$ cat src/rtl/mem_access_unit_pkg.sv
// Shared definitions for the load/store unit.
// Contents: op-code and exception-code constants, FSM state encoding,
// lane-width constants, and small helpers that classify an op and build
// the store-side byte enables and replicated write data.
package mem_access_unit_pkg;

    // CPU op codes
    localparam logic [2:0] OP_LW  = 3'b000;
    localparam logic [2:0] OP_LBU = 3'b001;
    localparam logic [2:0] OP_LB  = 3'b010;
    localparam logic [2:0] OP_LHU = 3'b011;
    localparam logic [2:0] OP_LH  = 3'b100;
    localparam logic [2:0] OP_SW  = 3'b101;
    localparam logic [2:0] OP_SB  = 3'b110;
    localparam logic [2:0] OP_SH  = 3'b111;

    // Exception codes reported alongside cpu_done
    localparam logic [1:0] EXC_NONE        = 2'b00;
    localparam logic [1:0] EXC_MISALIGN_LD = 2'b01;
    localparam logic [1:0] EXC_MISALIGN_ST = 2'b10;
    localparam logic [1:0] EXC_TIMEOUT     = 2'b11;

    // Lane geometry of the 32-bit data bus
    localparam int BYTE_W = 8;
    localparam int HALF_W = 16;
    localparam int WORD_W = 32;
    localparam int LANES  = WORD_W / BYTE_W;

    typedef enum logic [1:0] {
        ST_IDLE = 2'd0,
        ST_REQ  = 2'd1,
        ST_DONE = 2'd2
    } state_e;

    function automatic logic is_store(input logic [2:0] op);
        return (op == OP_SW) || (op == OP_SB) || (op == OP_SH);
    endfunction

    function automatic logic is_half(input logic [2:0] op);
        return (op == OP_LHU) || (op == OP_LH) || (op == OP_SH);
    endfunction

    function automatic logic is_word(input logic [2:0] op);
        return (op == OP_LW) || (op == OP_SW);
    endfunction

    // Halfwords need an even address, words need a multiple of four.
    function automatic logic misaligned(input logic [2:0] op, input logic [1:0] a);
        return (is_word(op) && (a != 2'b00)) || (is_half(op) && a[0]);
    endfunction

    // Byte enables; loads and SW always use the whole word.
    function automatic logic [LANES-1:0] store_be(input logic [2:0] op, input logic [1:0] a);
        case (op)
            OP_SB:   return 4'b0001 << a;
            OP_SH:   return a[1] ? 4'b1100 : 4'b0011;
            default: return 4'b1111;
        endcase
    endfunction

    // Replicate the right-justified store data onto every lane so the
    // byte enables alone select where it lands.
    function automatic logic [WORD_W-1:0] store_data(input logic [2:0] op,
                                                     input logic [WORD_W-1:0] wdata);
        case (op)
            OP_SB:   return {LANES{wdata[BYTE_W-1:0]}};
            OP_SH:   return {2{wdata[HALF_W-1:0]}};
            default: return wdata;
        endcase
    endfunction

endpackage

$ cat src/rtl/mem_access_unit_load_lane_ext.sv
// load_lane_ext: combinational lane select plus sign/zero extension of a
// memory read word.
// Ports:
//   op     in  3   load op code (store codes fall through as pass-through)
//   lane   in  2   byte address bits [1:0]
//   rdata  in  32  word returned by memory
//   result out 32  extended load value
module load_lane_ext
    import mem_access_unit_pkg::*;
(
    input  logic [2:0]        op,
    input  logic [1:0]        lane,
    input  logic [WORD_W-1:0] rdata,
    output logic [WORD_W-1:0] result
);

    logic [BYTE_W-1:0] byte_lane [LANES];
    logic [BYTE_W-1:0] byte_sel;
    logic [HALF_W-1:0] half_sel;

    generate
        for (genvar gi = 0; gi < LANES; gi++) begin : g_lane
            assign byte_lane[gi] = rdata[gi*BYTE_W +: BYTE_W];
        end
    endgenerate

    always_comb begin
        byte_sel = byte_lane[lane];
        // Halfword selection uses only A[1]; A[0] is ignored when unaligned
        // halfwords are allowed through.
        half_sel = lane[1] ? rdata[WORD_W-1:HALF_W] : rdata[HALF_W-1:0];
        case (op)
            OP_LBU:  result = {{(WORD_W-BYTE_W){1'b0}}, byte_sel};
            OP_LB:   result = {{(WORD_W-BYTE_W){byte_sel[BYTE_W-1]}}, byte_sel};
            OP_LHU:  result = {{(WORD_W-HALF_W){1'b0}}, half_sel};
            OP_LH:   result = {{(WORD_W-HALF_W){half_sel[HALF_W-1]}}, half_sel};
            default: result = rdata;
        endcase
    end

endmodule

$ cat src/rtl/mem_access_unit.sv
// mem_access_unit: sequential load/store unit between the CPU datapath and
// a variable-latency word-wide data memory.
// Ports:
//   clk, reset                      clock and asynchronous active-high reset
//   cpu_req/op/addr/wdata           request side, sampled while cpu_ready=1
//   cpu_ready                       unit idle
//   cpu_done/exc/exc_code           one-cycle completion pulse and status
//   cpu_rdata                       extended load result, held between loads
//   mem_req/we/be/addr/wdata        memory request, held until mem_ack
//   mem_ack/mem_rdata               memory completion and read word
module mem_access_unit
    import mem_access_unit_pkg::*;
#(
    parameter int ADDR_W      = 32,
    parameter int TIMEOUT     = 255,
    parameter bit ALIGN_CHECK = 1'b1
) (
    input  logic              clk,
    input  logic              reset,
    input  logic              cpu_req,
    input  logic [2:0]        cpu_op,
    input  logic [ADDR_W-1:0] cpu_addr,
    input  logic [31:0]       cpu_wdata,
    output logic              cpu_ready,
    output logic              cpu_done,
    output logic [31:0]       cpu_rdata,
    output logic              cpu_exc,
    output logic [1:0]        cpu_exc_code,
    output logic              mem_req,
    output logic              mem_we,
    output logic [3:0]        mem_be,
    output logic [ADDR_W-1:0] mem_addr,
    output logic [31:0]       mem_wdata,
    input  logic              mem_ack,
    input  logic [31:0]       mem_rdata
);

    // Counter wide enough to hold TIMEOUT itself.
    localparam int CNT_W = (TIMEOUT > 0) ? $clog2(TIMEOUT + 1) : 1;
    localparam logic [CNT_W:0] TIMEOUT_V = TIMEOUT[CNT_W:0];

    state_e            state_q, state_d;
    logic [2:0]        op_q, op_d;
    logic [1:0]        lane_q, lane_d;
    logic [CNT_W-1:0]  cnt_q, cnt_d;
    logic [CNT_W:0]    cnt_inc;
    logic              timeout_hit;
    logic              cpu_ready_q, cpu_ready_d;
    logic              cpu_done_q, cpu_done_d;
    logic              cpu_exc_q, cpu_exc_d;
    logic [1:0]        exc_code_q, exc_code_d;
    logic [31:0]       cpu_rdata_q, cpu_rdata_d;
    logic              mem_req_q, mem_req_d;
    logic              mem_we_q, mem_we_d;
    logic [3:0]        mem_be_q, mem_be_d;
    logic [ADDR_W-1:0] mem_addr_q, mem_addr_d;
    logic [31:0]       mem_wdata_q, mem_wdata_d;
    logic [31:0]       load_result;

    load_lane_ext u_load_lane_ext (
        .op     (op_q),
        .lane   (lane_q),
        .rdata  (mem_rdata),
        .result (load_result)
    );

    always_comb begin
        state_d     = state_q;
        op_d        = op_q;
        lane_d      = lane_q;
        cnt_d       = cnt_q;
        cpu_ready_d = cpu_ready_q;
        cpu_done_d  = 1'b0;
        cpu_exc_d   = cpu_exc_q;
        exc_code_d  = exc_code_q;
        cpu_rdata_d = cpu_rdata_q;
        mem_req_d   = mem_req_q;
        mem_we_d    = mem_we_q;
        mem_be_d    = mem_be_q;
        mem_addr_d  = mem_addr_q;
        mem_wdata_d = mem_wdata_q;

        cnt_inc     = {1'b0, cnt_q} + 1'b1;
        timeout_hit = (TIMEOUT != 0) && (cnt_inc == TIMEOUT_V);

        case (state_q)
            ST_IDLE: begin
                if (cpu_req) begin
                    op_d        = cpu_op;
                    lane_d      = cpu_addr[1:0];
                    cpu_ready_d = 1'b0;
                    if (ALIGN_CHECK && misaligned(cpu_op, cpu_addr[1:0])) begin
                        // Fault straight away; the memory never sees it.
                        state_d    = ST_DONE;
                        cpu_done_d = 1'b1;
                        cpu_exc_d  = 1'b1;
                        exc_code_d = is_store(cpu_op) ? EXC_MISALIGN_ST : EXC_MISALIGN_LD;
                    end else begin
                        state_d     = ST_REQ;
                        mem_req_d   = 1'b1;
                        mem_we_d    = is_store(cpu_op);
                        mem_addr_d  = {cpu_addr[ADDR_W-1:2], 2'b00};
                        mem_be_d    = store_be(cpu_op, cpu_addr[1:0]);
                        mem_wdata_d = store_data(cpu_op, cpu_wdata);
                    end
                end
            end

            ST_REQ: begin
                // An ack in the cycle the counter would expire still wins.
                if (mem_ack) begin
                    state_d    = ST_DONE;
                    mem_req_d  = 1'b0;
                    cpu_done_d = 1'b1;
                    cpu_exc_d  = 1'b0;
                    exc_code_d = EXC_NONE;
                    if (!is_store(op_q)) begin
                        cpu_rdata_d = load_result;
                    end
                end else begin
                    cnt_d = cnt_inc[CNT_W-1:0];
                    if (timeout_hit) begin
                        state_d    = ST_DONE;
                        mem_req_d  = 1'b0;
                        cpu_done_d = 1'b1;
                        cpu_exc_d  = 1'b1;
                        exc_code_d = EXC_TIMEOUT;
                        if (!is_store(op_q)) begin
                            cpu_rdata_d = '0;
                        end
                    end
                end
            end

            ST_DONE: begin
                state_d     = ST_IDLE;
                cnt_d       = '0;
                cpu_ready_d = 1'b1;
                cpu_exc_d   = 1'b0;
                exc_code_d  = EXC_NONE;
            end

            default: begin
                state_d     = ST_IDLE;
                cpu_ready_d = 1'b1;
                mem_req_d   = 1'b0;
            end
        endcase
    end

    always_ff @(posedge clk or posedge reset) begin
        if (reset) begin
            state_q     <= ST_IDLE;
            op_q        <= OP_LW;
            lane_q      <= '0;
            cnt_q       <= '0;
            cpu_ready_q <= 1'b1;
            cpu_done_q  <= 1'b0;
            cpu_exc_q   <= 1'b0;
            exc_code_q  <= EXC_NONE;
            cpu_rdata_q <= '0;
            mem_req_q   <= 1'b0;
            mem_we_q    <= 1'b0;
            mem_be_q    <= '0;
            mem_addr_q  <= '0;
            mem_wdata_q <= '0;
        end else begin
            state_q     <= state_d;
            op_q        <= op_d;
            lane_q      <= lane_d;
            cnt_q       <= cnt_d;
            cpu_ready_q <= cpu_ready_d;
            cpu_done_q  <= cpu_done_d;
            cpu_exc_q   <= cpu_exc_d;
            exc_code_q  <= exc_code_d;
            cpu_rdata_q <= cpu_rdata_d;
            mem_req_q   <= mem_req_d;
            mem_we_q    <= mem_we_d;
            mem_be_q    <= mem_be_d;
            mem_addr_q  <= mem_addr_d;
            mem_wdata_q <= mem_wdata_d;
        end
    end

    assign cpu_ready    = cpu_ready_q;
    assign cpu_done     = cpu_done_q;
    assign cpu_exc      = cpu_exc_q;
    assign cpu_exc_code = exc_code_q;
    assign cpu_rdata    = cpu_rdata_q;
    assign mem_req      = mem_req_q;
    assign mem_we       = mem_we_q;
    assign mem_be       = mem_be_q;
    assign mem_addr     = mem_addr_q;
    assign mem_wdata    = mem_wdata_q;

endmodule

$ cat config.mk
export PLATFORM = sky130hd
export DESIGN_NAME = mem_access_unit
export DESIGN_NICKNAME = d
export VERILOG_FILES = /design/src/rtl/mem_access_unit_pkg.sv /design/src/rtl/mem_access_unit_load_lane_ext.sv /design/src/rtl/mem_access_unit.sv
export SDC_FILE = /design/constraint.sdc
export NUM_CORES = 1
export LEC_CHECK = 0
export ABC_CLOCK_PERIOD_IN_PS = 10460
export CAP_MARGIN = 10
export CORE_ASPECT_RATIO = 1.5
export CORE_MARGIN = 1
export CORE_UTILIZATION = 50
export CTS_CLUSTER_SIZE = 28
export DETAILED_ROUTE_END_ITERATION = 10
export PLACE_DENSITY = 0.89
export SLEW_MARGIN = 20
export SYNTH_ARGS = -nofsm -noshare
export SYNTH_HDL_FRONTEND = slang
export SYNTH_HIERARCHICAL = 1
export SYNTH_SLANG_ARGS = --single-unit
$ cat constraint.sdc
create_clock -name clk -period 10.46 [get_ports clk]
set_input_delay 1.569 -clock clk [delete_from_list [all_inputs] [get_ports clk]]
set_output_delay 1.569 -clock clk [all_outputs]
set_load 0.01 [all_outputs]
==> impl_metrics.tcl <==
set metrics [dict create \
    hold_path_class "flop to flop" \
    tightest_slew_ps 1058 \
    start_util_pct 51.29 \
    reg2reg_depth 5 \
    critPathSlowestCell "clkdlybuf4s50_1" \
    antenna_found_initial 0 \
    layout_setup_ws_ps 6478 \
    rows 49 \
    power.internal_uw 1718 \
    wl_met2_mm 9.146 \
    cts_setup_buffers 0 \
    wl_met3_mm 1.547 \
    synth_top_family_by_area "compound AO/OA/AOI/OAI gates" \
    p_leak_uw 0.004064 \
    holdWs_ps 472.6 \
    antennaDiodeCount 0 \
    seqPwrFrac_pct 31.0 \
    synthXorXnorAreaFrac_pct 0.2842 \
    synth_ff_type "dfrtp_1" \
    slew_headroom_pct 29.30 \
    syn_to_final_growth_pct 42.67 \
    grt_pass1_wl_mm 28.07 \
    switchingPower_uw 955.6 \
    avgSynthCellArea_sq_um 9.941 \
    final_util_pct 73.18 \
    crit_family "simple AND/OR/NAND/NOR gates" \
    ys_seq_area_share_pct 48.74 \
    layout_common_cells "clkdlybuf4s50_1 (207), nand2_1 (157), dfrtp_1 (119)" \
    wl_met1_mm 6.490 \
    final.setup.tns_ps 0 \
    core_region_area_sq_um 12020 \
    crit_chain "clkdlybuf4s50_1 -> nand2_1 -> a221oi_4 -> or2_4 -> nand2_1 -> o21ai_1" \
    pwr-share-comb_pct 45.3 \
    cp-end-kind "flop" \
    cts_hold_buf 0 \
    worstPathMaxFanout 85 \
    dieHeight_um 138.0 \
    cp_slowest_stage_delay_ps 1010 \
    routed_wl_mm 17.78 \
    route.top_layer_used "met4" \
    grt.total_usage_pct 28.45 \
    start_kind "primary input" \
    ant_nets 0 \
    portBuffers 207 \
    htree_levels 4 \
    clockBufferDepth 2 \
    dr.pass1.iters 6 \
    p_sw_share_pct 35.74 \
    async_flop_share_pct 100.0 \
    numCtsBuffers 17 \
    yosys_register_bits 120 \
    hold_start "mem_addr[2]$_DFFE_PP0P_" \
    r2r_slack_ps 7720 \
    gp_congestion 0.8573 \
    crit_arrival_ps 4310 \
    die_w_um 92.65 \
    gr-total-overflow 0 \
    worst-path-stages 6 \
    r2r_end "cpu_rdata[22]$_DFFE_PP0P_" \
    synth_simple_gate_area_share_pct 14.98 \
    io_pins 210 \
    preCtsSetupSlack_ps 6048 \
    hpwl_mm 12.48 \
    grt_pass1_vias 5687 \
    clockRootBuffer "clkbuf_16" \
    cp.required_ps 10780 \
    yosysWarnings 6 \
    layout_commonest_cell "clkdlybuf4s50_1" \
    synth_cell_types 65 \
    period_minus_slack_ps 3982 \
    path_class "primary input to flop" \
    worstHoldPathCells 2 \
    finalCritPeriodShare_pct 38.07 \
    synth_cells 620 \
    synthMuxAreaShare_pct 7.917 \
    cts_sinks 120 \
    synth_edf_count 0 \
    synth_compound_area_share_pct 21.21 \
    rsz0062_at_grt "false" \
    clkPwrFrac_pct 23.6 \
    tritoncts "built" \
    drv_slew 0 \
    fin_skew_ps 9.417 \
    placed_cell_area_sq_um 8147 \
    path_clk_slew_ps 60 \
    power.density_nw_per_um2 304.1 \
    status "finished, final reports clean" \
    grt_max_degree 86 \
    critPathBufInv 1 \
    synthAdderAreaFrac_pct 1.177 \
    critical_path.endpoint "mem_wdata[23]$_DFFE_PP0P_" \
    cts_resized 0 \
    syn_area_sq_um 6163 \
    via_per_inst 5.820 \
    maxCapViolCount 0 \
    cpMostUsedCell "nand2_1" \
    r2r_start "lane_q[1]$_DFFE_PP0P_" \
    final_nets 911 \
    setup_viol 0 \
    max_freq_ghz 0.2511 \
    die_area_sq_um 12780 \
    hold_viol 0 \
    worstSkewPairLatency_ps 410 \
    drt_iter0_drc 412 \
    startpoint "cpu_op[0]" \
    design_area_sq_um 8793 \
    route.detailed.drc 0 \
    post_drt_wl_per_cell_um 18.35 \
    drive_above_1_share_pct 7.966 \
    vdd_ir_drop_max_mv 0.1865 \
    vias 5640 \
]
final cells by class:
class                      count  area [sq um]
clock buffer                  19         452.9
clock inverter                13         192.7
fill                         875          3223
inverter                      12         47.55
multi-input combinational    443          2818
sequential                   120          3004
tap                          153         191.4
timing repair buffer         209          2087
routing by layer:
metal / up-vias / global-route usage, %
met5: - / 0
met3: 57 / 7.566
met1: 2712 / 31.84
met2: 308 / 50.25
li1: 2563 / -
met4: 0 / 13.50
worst min path at each step:
stage / endpoint / slack (ps)
floorplan: lane_q[1]$_DFFE_PP0P_ / 470
global placement: mem_addr[20]$_DFFE_PP0P_ / 460
detailed placement: mem_addr[2]$_DFFE_PP0P_ / 460
CTS: mem_addr[2]$_DFFE_PP0P_ / 480
global route: mem_we$_DFFE_PP0P_ / 490
finish: mem_addr[2]$_DFFE_PP0P_ / 470
Yosys cell counts, types with 4 or more instances:
library cell,n,area (sq um)
nand2b_1,7,43.79
a32oi_1,9,78.83
a21boi_0,8,60.06
buf_2,9,45.04
a21o_1,17,127.6
nand3_1,5,25.02
mux2i_1,30,300.3
inv_1,12,45.04
ha_1,5,62.56
mux2_2,9,101.4
o22ai_1,9,56.30
nand2_1,157,589.3
nand4_1,4,25.02
nor2_1,17,63.81
o221ai_1,7,61.31
a211o_1,9,78.83
a32o_1,6,60.06
dfrtp_1,119,2978
o21ai_0,19,95.09
clkbuf_1,14,52.55
o21ai_1,29,145.1
a21oi_1,16,80.08
buf_4,11,82.58
a22o_1,34,297.8
buf_6,8,90.09
worst reg2reg max path, stage by stage, from the launching register on:
cell,delay (ps)
dfrtp_1,1020
mux4_2,630
nor4b_4,180
o21bai_4,330
a21o_1,250
a22o_1,210
power by group through the flow:
stage	clock (uW)	combinational (uW)	sequential, uW
after floorplan	0	595	875
after CTS	641	1210	829
final	632	1210	830
after global routing	661	1300	856
after detailed placement	0	1200	833
after global placement	0	1150	819
state kept, by name, indices dropped and copies added, names as in the netlist:
| register | flops |
|---|---|
| state_q | 2 |
| cpu_done | 1 |
| cpu_ready | 1 |
| mem_addr | 30 |
| cpu_exc | 1 |
| op_q | 3 |
| mem_wdata | 32 |
| cnt_q | 8 |
| lane_q | 2 |
| mem_we | 1 |
| mem_req | 1 |
| mem_be | 4 |
| cpu_rdata | 32 |
| cpu_exc_code | 2 |
stage by stage:
step / cells / total power, uW
global route: 969 / 2815
CTS: 969 / 2677
floorplan: 621 / 1470
detailed placement: 937 / 2030
global placement: 937 / 1973
finish: 969 / 2674
cells by family after synthesis:
group                    after synthesis
flip-flops                           120
multiplexers                          45
AND/OR/NAND/NOR                      210
buffers and inverters                 58
adder cells (fa/ha/maj)                6
AO/OA/AOI/OAI                        178
other                                  1
XOR/XNOR                               2
Power figures use the tool's default switching activity.
